--- src/rtl/palette_encoder.sv ---
// ---------------------------------------------------------------------------
// palette_encoder
//
// Converts a 24-bit RGB pixel stream into 4-bit palette indices. It packs
// four indices into each 16-bit word and writes the words one after another
// into sprite/tile RAM, starting at a caller-supplied base address.
//
// Palette (inverse of the display colour lookup):
//   0 : blue background gradient (R=G=0, B!=0)
//   1 : black
//   2 : white
//   anything else is unmapped: it encodes as PAD_IDX and bumps err_count.
//
// Ports:
//   Clk, Reset_n         rising-edge clock, asynchronous active-low reset
//   start, base_addr     begin an image (honoured only while idle)
//   in_valid/in_ready    pixel handshake; in_R/in_G/in_B colour, in_last end
//   mem_we/mem_ready     RAM write handshake; mem_addr/mem_wdata held while
//                        mem_ready is low
//   busy                 high whenever an image is in progress
//   done                 one-cycle pulse after the final word is written
//   err_count            unmapped pixels in this image (saturating)
//   word_count           words written in this image
// ---------------------------------------------------------------------------
module palette_encoder #(
    parameter int          ADDR_W  = 16,
    parameter int          ERR_W   = 8,
    parameter logic [3:0]  PAD_IDX = 4'hF
) (
    input  logic              Clk,
    input  logic              Reset_n,
    input  logic              start,
    input  logic [ADDR_W-1:0] base_addr,
    input  logic              in_valid,
    output logic              in_ready,
    input  logic [7:0]        in_R,
    input  logic [7:0]        in_G,
    input  logic [7:0]        in_B,
    input  logic              in_last,
    output logic              mem_we,
    input  logic              mem_ready,
    output logic [ADDR_W-1:0] mem_addr,
    output logic [15:0]       mem_wdata,
    output logic              busy,
    output logic              done,
    output logic [ERR_W-1:0]  err_count,
    output logic [ADDR_W-1:0] word_count
);

    typedef enum logic [1:0] {
        ST_IDLE   = 2'd0,
        ST_ACCEPT = 2'd1,
        ST_WRITE  = 2'd2,
        ST_DONE   = 2'd3
    } state_t;

    // Returns {unmapped, index}; the colour tests are evaluated in priority order.
    function automatic logic [4:0] encode_pixel(input logic [7:0] r,
                                                input logic [7:0] g,
                                                input logic [7:0] b);
        logic [4:0] res;
        if ((r == 8'h00) && (g == 8'h00) && (b == 8'h00)) begin
            res = {1'b0, 4'd1};
        end else if ((r == 8'hFF) && (g == 8'hFF) && (b == 8'hFF)) begin
            res = {1'b0, 4'd2};
        end else if ((r == 8'h00) && (g == 8'h00)) begin
            res = {1'b0, 4'd0};
        end else begin
            res = {1'b1, PAD_IDX};
        end
        return res;
    endfunction

    state_t              state_r;
    state_t              state_n_s;
    logic [1:0]          nib_cnt_r;
    logic [15:0]         pack_r;
    logic [15:0]         pack_next_s;
    logic                last_seen_r;
    logic [4:0]          enc_s;
    logic                fire_s;
    logic                word_end_s;

    logic                in_ready_r;
    logic                mem_we_r;
    logic                busy_r;
    logic                done_r;
    logic [ADDR_W-1:0]   mem_addr_r;
    logic [15:0]         mem_wdata_r;
    logic [ERR_W-1:0]    err_count_r;
    logic [ADDR_W-1:0]   word_count_r;

    assign enc_s      = encode_pixel(in_R, in_G, in_B);
    assign fire_s     = (state_r == ST_ACCEPT) && in_valid;
    assign word_end_s = (nib_cnt_r == 2'd3) || in_last;

    // Merge the freshly encoded index into its nibble slot of the pack register.
    always_comb begin
        pack_next_s = pack_r;
        case (nib_cnt_r)
            2'd0:    pack_next_s = {pack_r[15:4], enc_s[3:0]};
            2'd1:    pack_next_s = {pack_r[15:8], enc_s[3:0], pack_r[3:0]};
            2'd2:    pack_next_s = {pack_r[15:12], enc_s[3:0], pack_r[7:0]};
            2'd3:    pack_next_s = {enc_s[3:0], pack_r[11:0]};
            default: pack_next_s = pack_r;
        endcase
    end

    // Next-state decode for the image sequencer.
    always_comb begin
        state_n_s = state_r;
        case (state_r)
            ST_IDLE: begin
                if (start) begin
                    state_n_s = ST_ACCEPT;
                end else begin
                    state_n_s = ST_IDLE;
                end
            end
            ST_ACCEPT: begin
                if (fire_s && word_end_s) begin
                    state_n_s = ST_WRITE;
                end else begin
                    state_n_s = ST_ACCEPT;
                end
            end
            ST_WRITE: begin
                if (!mem_ready) begin
                    state_n_s = ST_WRITE;
                end else if (last_seen_r) begin
                    state_n_s = ST_DONE;
                end else begin
                    state_n_s = ST_ACCEPT;
                end
            end
            ST_DONE: begin
                state_n_s = ST_IDLE;
            end
            default: begin
                state_n_s = ST_IDLE;
            end
        endcase
    end

    // State register plus control outputs, registered from the next state so
    // they line up with the state they describe.
    always_ff @(posedge Clk or negedge Reset_n) begin
        if (!Reset_n) begin
            state_r    <= ST_IDLE;
            in_ready_r <= 1'b0;
            mem_we_r   <= 1'b0;
            busy_r     <= 1'b0;
            done_r     <= 1'b0;
        end else begin
            state_r    <= state_n_s;
            in_ready_r <= (state_n_s == ST_ACCEPT);
            mem_we_r   <= (state_n_s == ST_WRITE);
            busy_r     <= (state_n_s != ST_IDLE);
            done_r     <= (state_n_s == ST_DONE);
        end
    end

    // Datapath: packing, write address/data, and per-image counters.
    always_ff @(posedge Clk or negedge Reset_n) begin
        if (!Reset_n) begin
            nib_cnt_r    <= 2'd0;
            pack_r       <= 16'h0000;
            last_seen_r  <= 1'b0;
            mem_addr_r   <= {ADDR_W{1'b0}};
            mem_wdata_r  <= 16'h0000;
            err_count_r  <= {ERR_W{1'b0}};
            word_count_r <= {ADDR_W{1'b0}};
        end else begin
            case (state_r)
                ST_IDLE: begin
                    if (start) begin
                        mem_addr_r   <= base_addr;
                        nib_cnt_r    <= 2'd0;
                        err_count_r  <= {ERR_W{1'b0}};
                        word_count_r <= {ADDR_W{1'b0}};
                        pack_r       <= {4{PAD_IDX}};
                        last_seen_r  <= 1'b0;
                    end
                end
                ST_ACCEPT: begin
                    if (fire_s) begin
                        pack_r <= pack_next_s;
                        if (enc_s[4] && (err_count_r != {ERR_W{1'b1}})) begin
                            err_count_r <= err_count_r + ERR_W'(1);
                        end
                        if (word_end_s) begin
                            mem_wdata_r <= pack_next_s;
                            last_seen_r <= in_last;
                        end else begin
                            nib_cnt_r <= nib_cnt_r + 2'd1;
                        end
                    end
                end
                ST_WRITE: begin
                    if (mem_ready) begin
                        mem_addr_r   <= mem_addr_r + ADDR_W'(1);
                        word_count_r <= word_count_r + ADDR_W'(1);
                        nib_cnt_r    <= 2'd0;
                        pack_r       <= {4{PAD_IDX}};
                    end
                end
                default: begin
                    nib_cnt_r <= nib_cnt_r;
                end
            endcase
        end
    end

    assign in_ready   = in_ready_r;
    assign mem_we     = mem_we_r;
    assign busy       = busy_r;
    assign done       = done_r;
    assign mem_addr   = mem_addr_r;
    assign mem_wdata  = mem_wdata_r;
    assign err_count  = err_count_r;
    assign word_count = word_count_r;

endmodule

--- config.mk ---
export PLATFORM = sky130hd
export DESIGN_NAME = palette_encoder
export DESIGN_NICKNAME = d
export VERILOG_FILES = /design/src/rtl/palette_encoder.sv
export SDC_FILE = /design/constraint.sdc
export NUM_CORES = 1
export LEC_CHECK = 0
export CAP_MARGIN = 20
export CORE_ASPECT_RATIO = 0.5
export CORE_UTILIZATION = 50
export CTS_CLUSTER_DIAMETER = 60
export DETAILED_ROUTE_END_ITERATION = 12
export PLACE_DENSITY = 0.81
export SYNTH_ARGS = -nofsm -noshare
export SYNTH_HDL_FRONTEND = slang
export SYNTH_SLANG_ARGS = --single-unit
--- constraint.sdc ---
create_clock -name Clk -period 2.8 [get_ports Clk]
set_input_delay 0.84 -clock Clk [delete_from_list [all_inputs] [get_ports Clk]]
set_output_delay 0.84 -clock Clk [all_outputs]
set_load 0.02 [all_outputs]
==> results of run 1 <==
cells in the mapped netlist (8+ instances only):
cell type,instances
sky130_fd_sc_hd__xor2_1,9
sky130_fd_sc_hd__a21oi_1,33
sky130_fd_sc_hd__buf_2,10
sky130_fd_sc_hd__dfrtp_1,81
sky130_fd_sc_hd__nand2_1,50
sky130_fd_sc_hd__inv_1,12
sky130_fd_sc_hd__nand4_1,17
sky130_fd_sc_hd__a22o_1,8
sky130_fd_sc_hd__nand3_1,16
sky130_fd_sc_hd__o21ai_0,34
sky130_fd_sc_hd__nor3_1,12
sky130_fd_sc_hd__nor2_1,53
sky130_fd_sc_hd__a2bb2oi_1,11
sky130_fd_sc_hd__clkbuf_1,11
cells by family after synthesis:
family	Yosys count	share of synthesized area [%]
simple gates	197	23.0
compound gates	127	19.5
flops	81	47.6
buf+inv	38	4.08
xor+xnor	14	2.88
fa+ha+maj	7	2.06
mux	4	0.940
routing by layer:
metal	vias to the layer above	track usage [%]	wire length [um]
li1	1917	-	-
met1	1930	30.6	4770
met4	0	11.4	234
met3	25	5.78	523
met5	-	0	0
met2	118	43.4	5050
registers in the layout, summed over array words and instances (netlist names):
signal       flops
mem_we           1
err_count        8
word_count      16
mem_wdata       16
mem_addr        16
nib_cnt_r        2
state_r          2
busy             1
in_ready         1
pack_r          16
last_seen_r      1
done             1
worst max path at each step:
stage / cells after the start / to / slack (ps) / startpoint
finish: 6 / pack_r[14]$_DFFE_PN0P_ / 290 / in_B[5]
global route: 6 / pack_r[3]$_DFFE_PN0P_ / 190 / in_B[5]
CTS: 6 / pack_r[14]$_DFFE_PN0P_ / 290 / in_B[5]
detailed placement: 6 / pack_r[3]$_DFFE_PN0P_ / -40 / in_B[5]
global placement: 6 / mem_wdata[12]$_DFFE_PN0P_ / 30 / in_B[7]
floorplan: 5 / mem_wdata[12]$_DFFE_PN0P_ / 570 / in_B[7]
final cells by class:
cell class	instances	area share, %
Tap cell	112	2.43
Clock inverter	5	1.39
Inverter	12	0.782
Timing Repair Buffer	120	20.4
Clock buffer	11	4.04
Sequential cell	81	35.2
Multi-Input combinational cell	349	35.8
metrics by stage:
step	std cells	total power [W]	cell area (um2)	hold WS, ps	setup TNS, ps
2_1_floorplan	468	0.00344	4260	466	0
3_3_place_gp	674	0.00436	5450	470	0
3_5_place_dp	674	0.00441	5450	473	-252
4_1_cts	690	0.00569	5760	451	0
5_1_grt	690	0.00603	5760	476	0
6_report	690	0.00568	5760	440	0
report_power, final:
part	internal [W]	leakage (nW)	switching [W]
Sequential	0.00157	0.957	0.000383
Combinational	0.00110	1.25	0.00139
Clock	0.000779	0.146	0.000458
==> results_tabular.tex, run 1 <==
\begin{tabular}{lr}
\hline
Metric & Value \\
\hline
\multicolumn{2}{l}{\textbf{Setup path}} \\
Worst endpoint required time & 3030 ps \\
Worst setup SP type & input pin \\
Chain of cells forming the critical path & clkdlybuf4s50\_1 -> nand4\_1 -> or4\_4 -> nor2\_4 -> o21ai\_0 -> a22o\_1 \\
Worst path slowest cell & sky130\_fd\_sc\_hd\_\_or4\_4 \\
Type of element capturing the critical path & flop \\
Max FO, Critical Path & 12 \\
Top Family by Delay on Critical Path & simple AND/OR/NAND/NOR gates \\
Type of the worst setup path & input pin to flop \\
Combined buffer and inverter count along the critical path & 1 \\
Slack of the worst reg-to-reg path & 730 ps \\
Length in cells of the worst reg-to-reg path & 5 \\
Data arrival, critical path & 2740 ps \\
Worst reg2reg path startpoint & state\_r[1]\$\_DFF\_PN0\_ \\
CP peak stage delay & 600 ps \\
Worst reg2reg path endpoint & mem\_addr[12]\$\_DFFE\_PN0P\_ \\
\multicolumn{2}{l}{\textbf{Routing}} \\
1st-iter DRT viols & 190 \\
Via density per instance & 5.78 \\
Aggregate routed wire length & 10600 um \\
Drt first pass iters & 4 \\
DR WL/cell & 15.3 um \\
Count of antenna-violating nets left after detailed routing & 0 \\
DR vias & 3990 \\
Residual DRC count & 0 \\
\multicolumn{2}{l}{\textbf{Clock network}} \\
H-tree levels & 3 \\
Max clock buf depth & 2 \\
CTS tree & yes \\
Number of buffers added by the clock tree synthesis step & 9 \\
CTS Sinks & 81 \\
Clk Latency, worst-skew pair & 340 ps \\
Number of hold buffers added after cts & 0 \\
Setup Buffers After CTS & 0 \\
Clock transition at the registers of the reported paths & 60 ps \\
Cts repair resizes & 0 \\
Root buffer cell & sky130\_fd\_sc\_hd\_\_clkbuf\_16 \\
\multicolumn{2}{l}{\textbf{Synth}} \\
Area fraction of the dominant cell type after synthesis & 47.6\% \\
Number of flops mapped to enable cells by yosys & 0 \\
Async S/R FF share, synth & 100\% \\
Post-synthesis cell area & 4260 um2 \\
Average size of a mapped cell & 9.10 um2 \\
Number of library cell types mapped by synthesis & 51 \\
Yosys top cell by area & sky130\_fd\_sc\_hd\_\_dfrtp\_1 \\
Top\_reg\_cell synth & sky130\_fd\_sc\_hd\_\_dfrtp\_1 \\
Top area cells in the synthesized netlist & sky130\_fd\_sc\_hd\_\_dfrtp\_1 48\%, sky130\_fd\_sc\_hd\_\_nor2\_1 4.7\%, sky130\_fd\_sc\_hd\_\_nand2\_1 4.4\% \\
Sequential-to-total area share from yosys stat & 47.6\% \\
Number of synthesized register bits & 81 \\
Synth Warn \# & 0 \\
Net Count, Synth & 521 \\
Cell count after synthesis & 468 \\
\multicolumn{2}{l}{\textbf{Timing}} \\
Final worst clock skew & 5.36 ps \\
Number of endpoints with negative hold slack in the final report & 0 \\
Upper clock frequency limit & 0.398 GHz \\
Max Slew Vio Count & 0 \\
Slack of the critical path & 290 ps \\
Final setup violation count & 0 \\
Transition time at the pin with the least slew margin & 922 ps \\
Final cycle utilization of the critical path & 89.7\% \\
Max-slew headroom & 38.5\% \\
RSZ-0062 raised after global routing & no \\
Shortest period the worst path allows & 2510 ps \\
\multicolumn{2}{l}{\textbf{Floorplan}} \\
Chip Width & 133 um \\
Core Region & 8120 um2 \\
Row count & 23 \\
Die boundary height & 67.3 um \\
Initial Util & 52.5\% \\
Num ports & 106 \\
Overall die area & 8910 um2 \\
\multicolumn{2}{l}{\textbf{Finish}} \\
Commonest cells after routing, fill and taps aside & 104 x sky130\_fd\_sc\_hd\_\_clkdlybuf4s50\_1, 81 x sky130\_fd\_sc\_hd\_\_dfrtp\_1, 53 x sky130\_fd\_sc\_hd\_\_nor2\_1 \\
Antenna diodes & 0 \\
Final cell utilization of the core & 71.0\% \\
Area taken by flip-flops and latches & 2030 um2 \\
Proportion of layout cells with a drive suffix above 1 & 7.61\% \\
Multi-input logic area & 2060 um2 \\
Final-stage net count & 626 \\
Relative area change from synthesis to final layout & 35.2\% \\
Filler Cells Inserted & 636 \\
Most frequent standard cell in the layout excluding fill and tap cells & sky130\_fd\_sc\_hd\_\_clkdlybuf4s50\_1 \\
\multicolumn{2}{l}{\textbf{Global routing}} \\
Global-route total usage across every layer & 25.0\% \\
Global route total overflow & 0 \\
Via count of the first global-routing pass & 3742 \\
Initial antenna violation count & 0 \\
Global-route wire length before repair & 17500 um \\
Largest net degree at the start of global routing & 35 \\
\multicolumn{2}{l}{\textbf{Placement}} \\
Setup WS pre-CTS & -44.8 ps \\
Detailed Place HPWL & 7310 um \\
I/O Buffers & 105 \\
Placer's final routability congestion estimate & 0.831 \\
\multicolumn{2}{l}{\textbf{Power}} \\
Power density over the cells & 986 nW/um2 \\
Leakage power total & 2.35 nW \\
Maximum ir drop on the vdd rail & 0.000497 V \\
\multicolumn{2}{l}{\textbf{Hold path}} \\
Hold crit path type & input pin to async pin \\
\multicolumn{2}{l}{\textbf{Run status}} \\
Status & complete, no violations \\
\multicolumn{2}{l}{\textbf{Run}} \\
Reported max-cap violation count & 0 \\
\hline
\end{tabular}
(Power assumes the default switching activity.)
==> inputs of run 2 (changes only) <==
HOLD_SLACK_MARGIN = 0.05   (was not set)
==> results of run 2 <==
Same layout as run 1: the final DEF is identical, and so are final timing and power.
==> inputs of run 3 (changes only) <==
SETUP_SLACK_MARGIN = 0.5   (was not set)
==> run 3 against run 2 <==
Global-route usage rose by 1.2 points. Die area unchanged. Register-to-register slack is essentially flat. Cell count rose by 1.2%.
==> results_tabular.tex, run 3 (synthesis gave the netlist of run 1 again) <==
\begin{tabular}{lr}
\hline
Metric & Value \\
\hline
\multicolumn{2}{l}{\textbf{Run status}} \\
Status & complete, no violations \\
\multicolumn{2}{l}{\textbf{Timing}} \\
Final cycle utilization of the critical path & 82.4\% (-7.3 points) \\
Number of endpoints with negative hold slack in the final report & 0 (unchanged) \\
Upper clock frequency limit & 0.434 GHz (+8.8\%) \\
Final setup violation count & 0 (unchanged) \\
Final worst clock skew & 6.84 ps (+1.48 ps) \\
RSZ-0062 raised after global routing & yes \\
Final sum of negative setup slack & 0 ps (unchanged) \\
Shortest period the worst path allows & 2310 ps (-204 ps) \\
Transition time at the pin with the least slew margin & 575 ps (-347 ps) \\
Max Slew Vio Count & 0 (unchanged) \\
Max-slew headroom & 61.6\% (+23 points) \\
\multicolumn{2}{l}{\textbf{Clock network}} \\
Clk Latency, worst-skew pair & 340 ps (about the same) \\
Number of buffers added by the clock tree synthesis step & 9 (unchanged) \\
Max clock buf depth & 2 (unchanged) \\
Number of hold buffers added after cts & 0 (unchanged) \\
CTS Sinks & 81 (unchanged) \\
Clock transition at the registers of the reported paths & 60 ps (about the same) \\
H-tree levels & 3 (unchanged) \\
CTS tree & yes \\
Root buffer cell & sky130\_fd\_sc\_hd\_\_clkbuf\_16 \\
\multicolumn{2}{l}{\textbf{Finish}} \\
Final-stage net count & 634 (+1.3\%) \\
Relative area change from synthesis to final layout & 42.9\% \\
Multi-input logic area & 2270 um2 (+10\%) \\
Area taken by flip-flops and latches & 2030 um2 (unchanged) \\
Antenna diodes & 0 (unchanged) \\
Most frequent standard cell in the layout excluding fill and tap cells & sky130\_fd\_sc\_hd\_\_dfrtp\_1 \\
Proportion of layout cells with a drive suffix above 1 & 14.3\% (+6.7 points) \\
Filler Cells Inserted & 585 (-8.0\%) \\
Final cell utilization of the core & 75.0\% (+4.0 points) \\
Commonest cells after routing, fill and taps aside & 81 x sky130\_fd\_sc\_hd\_\_dfrtp\_1, 71 x sky130\_fd\_sc\_hd\_\_clkdlybuf4s50\_1, 53 x sky130\_fd\_sc\_hd\_\_nor2\_1 \\
\multicolumn{2}{l}{\textbf{Run}} \\
Reported max-cap violation count & 0 (unchanged) \\
\multicolumn{2}{l}{\textbf{Setup path}} \\
Chain of cells forming the critical path & clkdlybuf4s50\_1 -> nor4\_2 -> nand4\_1 -> buf\_4 -> o21ai\_4 -> buf\_12 -> nor4\_1 -> a31o\_2 \\
Type of the worst setup path & input pin to flop \\
Type of element capturing the critical path & flop \\
Combined buffer and inverter count along the critical path & 3 (+2) \\
CP peak stage delay & 440 ps (-160 ps) \\
Data arrival, critical path & 2530 ps (-210 ps) \\
Worst setup SP type & input pin \\
Top Family by Delay on Critical Path & buffers and inverters \\
Worst path slowest cell & sky130\_fd\_sc\_hd\_\_clkdlybuf4s50\_1 \\
Worst endpoint required time & 3030 ps (about the same) \\
Max FO, Critical Path & 14 (+2) \\
\multicolumn{2}{l}{\textbf{Global routing}} \\
Initial antenna violation count & 0 (unchanged) \\
Largest net degree at the start of global routing & 35 (unchanged) \\
Global-route wire length before repair & 18200 um (+4.3\%) \\
Global-route total usage across every layer & 26.2\% (+1.2 points) \\
Via count of the first global-routing pass & 3840 (+2.6\%) \\
Global route total overflow & 0 (unchanged) \\
\multicolumn{2}{l}{\textbf{Floorplan}} \\
Num ports & 106 (unchanged) \\
Overall die area & 8910 um2 (unchanged) \\
Initial Util & 52.5\% (unchanged) \\
Row count & 23 (unchanged) \\
Core Region & 8120 um2 (unchanged) \\
Die boundary height & 67.3 um (unchanged) \\
Chip Width & 133 um (unchanged) \\
\multicolumn{2}{l}{\textbf{Routing}} \\
DR WL/cell & 16.0 um (+4.2\%) \\
Residual DRC count & 0 (unchanged) \\
Via density per instance & 5.79 (+0.17\%) \\
Drt first pass iters & 4 (unchanged) \\
Aggregate routed wire length & 11200 um (+5.4\%) \\
Count of antenna-violating nets left after detailed routing & 0 (unchanged) \\
DR vias & 4043 (+1.3\%) \\
1st-iter DRT viols & 279 (+47\%) \\
\multicolumn{2}{l}{\textbf{Placement}} \\
Placer's final routability congestion estimate & 0.831 (unchanged) \\
I/O Buffers & 105 (unchanged) \\
Detailed Place HPWL & 7310 um (unchanged) \\
\multicolumn{2}{l}{\textbf{Power}} \\
Power density over the cells & 960 nW/um2 (-2.6\%) \\
Leakage power total & 2.65 nW (+13\%) \\
Maximum ir drop on the vdd rail & 0.000477 V (-4.1\%) \\
\multicolumn{2}{l}{\textbf{Hold path}} \\
Hold crit path type & input pin to async pin \\
\hline
\end{tabular}
run 3: cell types whose count changed in the layout (fill, tap and decap cells not counted), sizes merged:
| cell | before | now |
|---|---|---|
| dlymetal6s2s | 0 | 15 |
| clkdlybuf4s15 | 0 | 2 |
| dlygate4sd2 | 0 | 16 |
| buf | 16 | 24 |
| clkdlybuf4s50 | 104 | 71 |
run 3: worst reg2reg max path, stage by stage (launching register included):
cell and delay (ps):
sky130_fd_sc_hd__dfrtp_1 420, sky130_fd_sc_hd__inv_1 80, sky130_fd_sc_hd__ha_1 350, sky130_fd_sc_hd__or3_1 570, sky130_fd_sc_hd__nor2_1 180, sky130_fd_sc_hd__o21ai_0 160, sky130_fd_sc_hd__a22o_1 200
run 3: cell type report:
type / instances / share of cell area (%)
Clock buffer: 11 / 3.82
Clock inverter: 5 / 1.32
Inverter: 12 / 0.740
Multi-Input combinational cell: 349 / 37.3
Sequential cell: 81 / 33.3
Tap cell: 112 / 2.30
Timing Repair Buffer: 128 / 21.2
run 3: worst paths after layout:
check,slack (ps),end,from,depth (start not counted)
hold reg to reg,500,mem_wdata[7]$_DFFE_PN0P_,mem_wdata[7]$_DFFE_PN0P_,2
min in group Clk,500,mem_wdata[7]$_DFFE_PN0P_,mem_wdata[7]$_DFFE_PN0P_,2
hold / removal,440,pack_r[1]$_DFFE_PN0P_,Reset_n,1
setup / recovery,490,err_count[0]$_DFFE_PN0P_,in_G[3],8
setup reg to reg,730,pack_r[11]$_DFFE_PN0P_,nib_cnt_r[0]$_DFFE_PN0P_,6
max in group asynchronous,1770,mem_wdata[12]$_DFFE_PN0P_,Reset_n,2
run 3: what timing repair did:
action,4_1_cts,5_1_grt
setup endpoints to repair,52,46
buffers inserted,3,5
pin swaps,15,7
gates cloned,0,0
resized for setup,54,33
run 3: layer usage:
layer	up-vias	wire, um	global-route usage, %
li1	1937	-	-
met1	1978	4910	31.3
met2	114	5530	46.6
met3	14	571	5.86
met4	0	136	11.8
met5	-	0	0
run 3: per-stage QoR:
step | std cells | setup WS (ps) | hold WS, ps | instance area, um2 | power [W]
after floorplan | 468 | 567 | 466 | 4260 | 0.00344
after global placement | 674 | 28.7 | 470 | 5450 | 0.00436
after detailed placement | 674 | -44.8 | 473 | 5450 | 0.00441
after CTS | 693 | 477 | 451 | 5910 | 0.00579
after global routing | 698 | 449 | 475 | 6090 | 0.00620
final | 698 | 494 | 442 | 6090 | 0.00584
run 3: report_power, final:
part | internal (W) | switching (W) | total, W
registers | 0.00157 | 0.000396 | 0.00196
clock network | 0.000780 | 0.000463 | 0.00124
logic | 0.00116 | 0.00148 | 0.00264
total | 0.00351 | 0.00234 | 0.00584
